<file path="config.mk">
export PLATFORM = sky130hd
export DESIGN_NAME = mult_div_unit
export DESIGN_NICKNAME = d
export VERILOG_FILES = /design/src/rtl/mult_div_unit.sv
export SDC_FILE = /design/constraint.sdc
export NUM_CORES = 1
export LEC_CHECK = 0
export CAP_MARGIN = 10
export CORE_ASPECT_RATIO = 0.8
export CORE_MARGIN = 3
export CORE_UTILIZATION = 50
export CTS_BUF_LIST = sky130_fd_sc_hd__clkbuf_4
export DETAILED_ROUTE_END_ITERATION = 16
export PLACE_DENSITY = 0.8
export SETUP_SLACK_MARGIN = 0.1
export SYNTH_ARGS = -nofsm -noshare
export SYNTH_HDL_FRONTEND = slang
export SYNTH_SLANG_ARGS = --single-unit
</file>
<file path="constraint.sdc">
create_clock -name clk -period 3.31 [get_ports clk]
set_input_delay 0.331 -clock clk [delete_from_list [all_inputs] [get_ports clk]]
set_output_delay 0.331 -clock clk [all_outputs]
set_load 0.05 [all_outputs]
</file>
<file path="src/rtl/mult_div_unit.sv">
`default_nettype none
// ============================================================================
// Module   : mult_div_unit
// Purpose  : Iterative multiply/divide unit (MULT, MULTU, DIV, DIVU) feeding
//            the HI/LO registers. Shift-add multiply and restoring
//            shift-subtract divide, one result bit per clock.
// Ports    : clk        - clock, rising edge
//            reset      - asynchronous active-low reset
//            Start      - operation request, sampled in IDLE only
//            Operation  - 00 MULT, 01 MULTU, 10 DIV, 11 DIVU
//            OperandA   - multiplicand / dividend (rs)
//            OperandB   - multiplier / divisor (rt)
//            Busy       - operation in flight
//            HiLoWrite  - one-cycle pulse, HiOut/LoOut valid
//            HiOut      - high product half / remainder
//            LoOut      - low product half / quotient
// Config   : MULT_DIV_SIGNED_EN - when defined, MULT/DIV use signed
//            magnitude conversion and sign correction; otherwise they
//            behave as MULTU/DIVU.
// Revision : 1.0 - initial release
// ============================================================================
module mult_div_unit #(
   parameter int N = 32
) (
   input  logic         clk,
   input  logic         reset,
   input  logic         Start,
   input  logic [1:0]   Operation,
   input  logic [N-1:0] OperandA,
   input  logic [N-1:0] OperandB,
   output logic         Busy,
   output logic         HiLoWrite,
   output logic [N-1:0] HiOut,
   output logic [N-1:0] LoOut
);

   typedef enum logic [1:0] {
      S_IDLE   = 2'd0,
      S_LOAD   = 2'd1,
      S_RUN    = 2'd2,
      S_FINISH = 2'd3
   } state_t;

   localparam int             CNT_W    = (N > 1) ? $clog2(N) : 1;
   localparam logic [CNT_W-1:0] CNT_LAST = CNT_W'(N - 1);

   state_t         state_q, state_d;
   logic [CNT_W-1:0] cnt_q, cnt_d;
   logic           is_div_q, is_div_d;
   logic [N-1:0]   a_q, a_d;          // raw operand, then magnitude after LOAD
   logic [N-1:0]   b_q, b_d;
   logic [2*N-1:0] acc_q, acc_d;      // product, or remainder:quotient
   logic           busy_q, busy_d;
   logic           hlw_q, hlw_d;
   logic [N-1:0]   hi_q, hi_d;
   logic [N-1:0]   lo_q, lo_d;

`ifdef MULT_DIV_SIGNED_EN
   logic           sign_a_q, sign_a_d;
   logic           sign_b_q, sign_b_d;
`else
   // The signedness bit of Operation has no meaning in this build.
   logic           unused_op_lsb;
   assign unused_op_lsb = Operation[0];
`endif

   // Datapath temporaries
   logic [N-1:0]   mag_a, mag_b;
   logic [N:0]     mul_sum;
   logic [N:0]     div_top;
   logic [N:0]     div_diff;
   logic [2*N-1:0] prod;
   logic [N-1:0]   quo, rem;

   always_comb begin
      state_d  = state_q;
      cnt_d    = cnt_q;
      is_div_d = is_div_q;
      a_d      = a_q;
      b_d      = b_q;
      acc_d    = acc_q;
      busy_d   = busy_q;
      hlw_d    = 1'b0;
      hi_d     = hi_q;
      lo_d     = lo_q;
`ifdef MULT_DIV_SIGNED_EN
      sign_a_d = sign_a_q;
      sign_b_d = sign_b_q;
`endif
      mag_a    = a_q;
      mag_b    = b_q;
      mul_sum  = '0;
      div_top  = '0;
      div_diff = '0;
      prod     = acc_q;
      quo      = acc_q[N-1:0];
      rem      = acc_q[2*N-1:N];

      unique case (state_q)
         S_IDLE: begin
            if (Start) begin
               a_d      = OperandA;
               b_d      = OperandB;
               is_div_d = Operation[1];
`ifdef MULT_DIV_SIGNED_EN
               sign_a_d = ~Operation[0] & OperandA[N-1];
               sign_b_d = ~Operation[0] & OperandB[N-1];
`endif
               busy_d   = 1'b1;
               state_d  = S_LOAD;
            end
         end

         S_LOAD: begin
`ifdef MULT_DIV_SIGNED_EN
            mag_a = sign_a_q ? -a_q : a_q;
            mag_b = sign_b_q ? -b_q : b_q;
`endif
            a_d   = mag_a;
            b_d   = mag_b;
            // Upper (partial result) half starts cleared; the lower half holds
            // the multiplier bits to consume, or the dividend bits to shift in.
            acc_d = is_div_q ? {{N{1'b0}}, mag_a} : {{N{1'b0}}, mag_b};
            cnt_d = '0;
            state_d = S_RUN;
         end

         S_RUN: begin
            if (!is_div_q) begin
               // Add into the upper half with a carry bit, then shift right;
               // the carry becomes the new MSB.
               mul_sum = {1'b0, acc_q[2*N-1:N]} + (acc_q[0] ? {1'b0, a_q} : {(N+1){1'b0}});
               acc_d   = {mul_sum, acc_q[N-1:1]};
            end else begin
               // Remainder after the left shift can need N+1 bits.
               div_top = acc_q[2*N-1:N-1];
               if (div_top >= {1'b0, b_q}) begin
                  div_diff = div_top - {1'b0, b_q};
                  acc_d    = {div_diff[N-1:0], acc_q[N-2:0], 1'b1};
               end else begin
                  acc_d    = {div_top[N-1:0], acc_q[N-2:0], 1'b0};
               end
            end
            if (cnt_q == CNT_LAST) begin
               cnt_d   = '0;
               state_d = S_FINISH;
            end else begin
               cnt_d   = cnt_q + 1'b1;
            end
         end

         S_FINISH: begin
            if (!is_div_q) begin
`ifdef MULT_DIV_SIGNED_EN
               prod = (sign_a_q ^ sign_b_q) ? -acc_q : acc_q;
`endif
               hi_d = prod[2*N-1:N];
               lo_d = prod[N-1:0];
            end else begin
`ifdef MULT_DIV_SIGNED_EN
               quo = (sign_a_q ^ sign_b_q) ? -acc_q[N-1:0] : acc_q[N-1:0];
               rem = sign_a_q ? -acc_q[2*N-1:N] : acc_q[2*N-1:N];
`endif
               // With a zero divisor every step subtracts zero, so the
               // remainder already equals OperandA; the quotient is forced so
               // its sign correction cannot disturb the all-ones value.
               hi_d = rem;
               lo_d = (b_q == '0) ? {N{1'b1}} : quo;
            end
            hlw_d   = 1'b1;
            busy_d  = 1'b0;
            state_d = S_IDLE;
         end

         default: state_d = S_IDLE;
      endcase
   end

   always_ff @(posedge clk or negedge reset) begin
      if (!reset) begin
         state_q  <= S_IDLE;
         cnt_q    <= '0;
         is_div_q <= 1'b0;
         a_q      <= '0;
         b_q      <= '0;
         acc_q    <= '0;
         busy_q   <= 1'b0;
         hlw_q    <= 1'b0;
         hi_q     <= '0;
         lo_q     <= '0;
`ifdef MULT_DIV_SIGNED_EN
         sign_a_q <= 1'b0;
         sign_b_q <= 1'b0;
`endif
      end else begin
         state_q  <= state_d;
         cnt_q    <= cnt_d;
         is_div_q <= is_div_d;
         a_q      <= a_d;
         b_q      <= b_d;
         acc_q    <= acc_d;
         busy_q   <= busy_d;
         hlw_q    <= hlw_d;
         hi_q     <= hi_d;
         lo_q     <= lo_d;
`ifdef MULT_DIV_SIGNED_EN
         sign_a_q <= sign_a_d;
         sign_b_q <= sign_b_d;
`endif
      end
   end

   assign Busy      = busy_q;
   assign HiLoWrite = hlw_q;
   assign HiOut     = hi_q;
   assign LoOut     = lo_q;

endmodule
`default_nettype wire

</file>
After elaboration in Yosys (flattened, before gate mapping). Cells that the tools add are included.

Output and inout bits: 66. Word-level logic and storage cells: 42. Flip-flop bits (word level): 202. Input port bits: 69.

Reduce and logical (&&, ||, !) cells: 7. Add/subtract/negate cells: 3. Order comparisons: 1. Mux-type cells: 15. Equality and inequality tests: 6.

Operator list (number): 2-to-1 mux 32 bit (4); 2-to-1 mux 64 bit (2); one-hot mux 64 bit (2 select lines) (1); adder 32 x 32 -> 33 bit (1); >= comparator 33 x 32 -> 1 bit (1); zero test 32 bit (1); subtractor 32 bit (1); one-hot mux 5 bit (2 select lines) (1); one-hot mux 2 bit (4 select lines) (1); AND reduction 2 bit (3); adder 5 x 1 -> 5 bit (second input constant) (1); equality test 5 bit (second input constant) (1); 2-to-1 mux 5 bit (1); equality test 2 bit (second input constant) (2); 2-to-1 mux 2 bit (2); inequality test 2 bit (second input constant) (2); nonzero test 2 bit (2); equality test 2 x 1 -> 1 bit (second input constant) (1); zero test 2 bit (1); 2-to-1 mux 1 bit (2); one-hot mux 1 bit (2 select lines) (1).

Longest topological paths before layout.
Word-level depth: 4. Mapped depth: 14. Mapped depth without buffers: 13.

Least setup slack after synthesis. OpenSTA, ideal clock, no wires.

Path type: register to register. From: reg acc_q[0]. To: reg acc_q[61]. Path slack: 0.309 ns. Data required time: 3.232 ns. Stages on the path, launching flop included: 14. Library setup time: 0.078 ns. Period minus slack after synthesis: 3.001 ns. Buffers on the path: 2. Arrival: 2.924 ns. Path through: dfrtp_1 clkbuf_1 and2_1 ha_1 clkbuf_1 and3_1 a221oi_1 o21ai_0 a221o_1 a21oi_1 nand2_1 a21boi_0 mux2_2 o2bb2ai_1.

Longest elaborated chain between the ends: 4.

Ends and longest elaborated chain: from (decl) (line 52) `logic [2*N-1:0] acc_q, acc_d;`; from (signal assigned) (line 186) `acc_q <= '0;`; from (signal assigned) (line 201) `acc_q <= acc_d;`; 2-to-1 mux 32 bit (line 132) `mul_sum = {1'b0, acc_q[2*N-1:N]} + (acc_q[0] ? {1'b0, a_q} : {(N+1){1'b0}});`; adder 32 x 32 -> 33 bit (line 132); 2-to-1 mux 64 bit (line 129) `if (!is_div_q) begin`; one-hot mux 64 bit (2 select lines) (line 99) `unique case (state_q)`.

No other way between the ends. A chain may end at the register's enable or synchronous reset.

Worst setup path after layout.
From: reg acc_q[0]. To: reg acc_q[54].

The elaborated chain is that of the path after synthesis.

==> impl_metrics.py <==
metrics = {
    "detailed_routing": {
        "vias": 10874,
        "drcViolationCount": 0,
        "route.detailed.wl_per_inst_um": 20.65,
        "routed_via_density": 5.945,
        "drtIter0Drc": 1011,
        "wirelength_um": 37770,
        "dr.pass1.iters": 5,
        "drtAntennaViolNets": 0,
    },
    "cts": {
        "cts_sinks": 202,
        "path_clk_slew_ns": 0.09,
        "clock_path_buffers": 3,
        "cts_root_buf": "clkbuf_4",
        "cts_tree": "done",
        "clk_latency_ns": 0.73,
        "htreeDepth": 2,
        "cts_buffers": 51,
    },
    "finish": {
        "fillers": 1915,
        "final_common_cell": "dfrtp_1",
        "layout_common_cells": "197 x dfrtp_1, 139 x nor2_1, 132 x clkdlybuf4s50_1",
        "syn2layout_area_growth_pct": 25.43,
        "final_nets": 1611,
        "layout-drive-gt1-share": 0.2411,
    },
    "power": {
        "combPwrFrac": 0.642,
        "internal_power_mw": 10.05,
        "clkPwrFrac": 0.110,
        "vdd_drop_max_mv": 0.7928,
        "sequentialPowerShare": 0.248,
        "power_density_nw_per_um2": 1214,
        "power.switching_mw": 9.163,
        "sw_frac_of_total": 0.4769,
        "leakage_nw": 7.202,
    },
    "grt": {
        "antenna_found_initial": 3,
        "grt_pass1_vias": 10653,
        "grt_max_degree": 88,
        "grt-ovfl-total": 0,
        "grt_pass1_wl_um": 59310,
        "grt_util_all_layers": 0.2769,
    },
    "die": {
        "dieArea_um2": 27200,
        "die_y_um": 148.1,
        "initial_core_util": 0.5137,
        "die_w_um": 183.6,
        "rows": 51,
        "core_um2": 24570,
        "ios": 135,
    },
    "critical_path": {
        "worstPathArrival_ns": 3.73,
        "cp_cell_sequence": "buf_4 > and2_1 > ha_1 > a21o_1 > nand4_1 > a2111oi_2 > buf_4 > nor2_1 > a2111o_1 > and2_4 > xnor2_1 > o21a_1 > a22o_1",
        "endpoint_kind": "flip-flop",
        "cp_num_buf_inv": 2,
        "critical_path_required_ns": 3.90,
        "path_depth": 13,
        "critPathMostFrequentCell": "buf_4",
        "r2r_start": "acc_q[0]$_DFFE_PN0P_",
        "path_delay_family": "compound AO/OA/AOI/OAI gates",
        "crit_slowest_cell": "a2111o_1",
        "start_kind": "flip-flop",
        "endpoint": "acc_q[54]$_DFFE_PN0P_",
        "rrSetupSlack_ns": 0.17,
        "setup.worst_path.start": "acc_q[0]$_DFFE_PN0P_",
        "slowest_delay_ns": 0.50,
        "cp_max_fo": 6,
        "crit-reg2reg-capture": "acc_q[54]$_DFFE_PN0P_",
        "r2r_cells": 13,
        "critPathKind": "reg -> reg",
    },
    "place": {
        "hpwl_um": 27880,
        "gp_congestion": 0.9482,
        "io_buffers": 133,
    },
    "flow_run": {
        "maxCapViolCount": 0,
    },
    "min_path": {
        "worstHoldPathType": "in -> async",
    },
    "yosys": {
        "synth_edf_count": 0,
        "ys_ff_latch": 202,
        "avgSynthCellArea_um2": 10.14,
        "synth_ff_type": "dfrtp_1",
        "synth_area_um2": 12620,
        "synth_seq_area_share": 0.4005,
        "post_synth_num_cell_types": 72,
        "netlist_instances": 1245,
        "yosysWarnings": 0,
        "syn_nets": 1385,
        "synthArstFlopShare": 1.000,
    },
    "status": {
        "status": "finished clean",
    },
    "sta": {
        "layout_min_cycle_time_ns": 3.140,
        "drv_slew": 0,
        "fmax_mhz": 318.5,
        "finalHoldViolCount": 0,
        "rsz0062_at_grt": "yes",
        "worst_pin_slew_ns": 1.070,
        "setup-tns-final_ns": 0,
        "setup_viol": 0,
        "fin_worst_skew_ns": 0.09591,
        "whs_ns": 0.2315,
        "final.period_utilization": 0.9485,
        "relSlewSlack": 0.2870,
    },
}
[area by class of cell]
class	instances	area, um^2	area share
Multi-Input combinational cell	920	7298	0.4610
Sequential cell	202	5061	0.3197
Timing Repair Buffer	239	2217	0.1401
Clock buffer	75	563.0	0.03557
Tap cell	318	397.9	0.02513
Inverter	57	214.0	0.01352
Clock inverter	17	76.32	0.004821
Antenna cell	1	2.502	0.0001581
[metal layers]
metal	global-route usage	vias to the layer above	part of all wire
met3	0.07457	73	0.11
li1	-	5001	-
met5	0	-	0.00071
met1	0.4330	5267	0.46
met4	0.07309	4	0.021
met2	0.3782	529	0.41
[synthesized netlist by cell type (8+ instances only)]
cell / instances / area, um^2
nand2_1: 58 / 217.7
mux2i_1: 15 / 150.1
nand2b_1: 16 / 100.1
inv_1: 57 / 214.0
nor2_1: 139 / 521.8
o211ai_1: 15 / 112.6
mux2_2: 100 / 1126
a21o_1: 30 / 225.2
o21a_1: 10 / 75.07
and2_1: 40 / 250.2
nor3_1: 12 / 60.06
clkbuf_1: 54 / 202.7
o22a_1: 33 / 289.0
dfrtp_1: 202 / 5055
buf_1: 8 / 30.03
and3_1: 8 / 50.05
a21oi_1: 82 / 410.4
mux4_2: 31 / 698.2
xnor2_1: 35 / 306.5
nand3_1: 23 / 115.1
ha_1: 69 / 863.3
nand4_1: 12 / 75.07
o2bb2ai_1: 8 / 70.07
xor2_1: 21 / 183.9
o21ai_0: 59 / 295.3
[power groups by stage]
| stage | clock, mW | sequential, mW | combinational [mW] |
|---|---|---|---|
| detailed placement | 0 | 4.74 | 11.7 |
| finish | 2.12 | 4.76 | 12.3 |
| global route | 2.29 | 4.87 | 13.3 |
| CTS | 2.16 | 4.70 | 11.9 |
| floorplan | 0 | 5.43 | 7.10 |
| global placement | 0 | 4.68 | 11.5 |
[worst register-to-register path: stages, from the launching register on]
cell	delay, ns
dfrtp_2	0.44
buf_4	0.16
and2_1	0.14
ha_1	0.17
a21o_1	0.14
nand4_1	0.16
a2111oi_2	0.35
buf_4	0.17
nor2_1	0.06
a2111o_1	0.50
and2_4	0.20
xnor2_1	0.13
o21a_1	0.21
a22o_1	0.21
[what timing repair did]
item	CTS	global route
hold buffers	1	0
pin swaps	0	18
gates cloned	0	1
gates resized for setup	13	40
setup buffers	0	6
endpoints found under the hold margin	81	0
endpoints found under the setup margin	18	28
[state kept, by name, summed over array words and instances (netlist names)]
register	flops
acc_q	64
HiOut	32
LoOut	32
a_q	32
b_q	32
cnt_q	5
state_q	2
Busy	1
HiLoWrite	1
is_div_q	1
[per-stage QoR]
step	cells	power (mW)	utilization	cell area (um^2)	worst slack, ns
global placement	1728	16.18	0.6059	14890	-0.03994
floorplan	1245	12.52	-	12620	0.3088
finish	1829	19.21	0.6444	15830	0.1704
CTS	1821	18.72	0.6343	15580	0.07592
detailed placement	1728	16.48	0.6059	14890	-0.02638
global route	1829	20.46	0.6444	15830	0.05127
[cell families (layout without fill, tap and decap cells)]
kind of cell | after synthesis | count (layout) | share of synthesized area
AOI/OAI and AO/OA | 312 | 312 | 0.1682
buffers and inverters | 123 | 388 | 0.03866
DFF | 202 | 202 | 0.4005
muxes | 150 | 150 | 0.1600
other | 0 | 1 | 0
adders and majority gates | 71 | 71 | 0.07158
and+or+nand+nor | 331 | 331 | 0.1221
xor gates and xnor gates | 56 | 56 | 0.03886
[worst min-delay path by stage]
stage | to | slack [ns] | cells past startpoint
floorplan | Busy$_DFFE_PN0P_ | 0.04 | 0
CTS | a_q[11]$_DFFE_PN0P_ | 0.20 | 2
global placement | LoOut[23]$_DFFE_PN0P_ | 0.43 | 1
detailed placement | acc_q[26]$_DFFE_PN0P_ | 0.43 | 1
global route | a_q[14]$_DFFE_PN0P_ | 0.22 | 2
finish | acc_q[31]$_DFFE_PN0P_ | 0.23 | 2
Power figures use the tool's default switching activity.
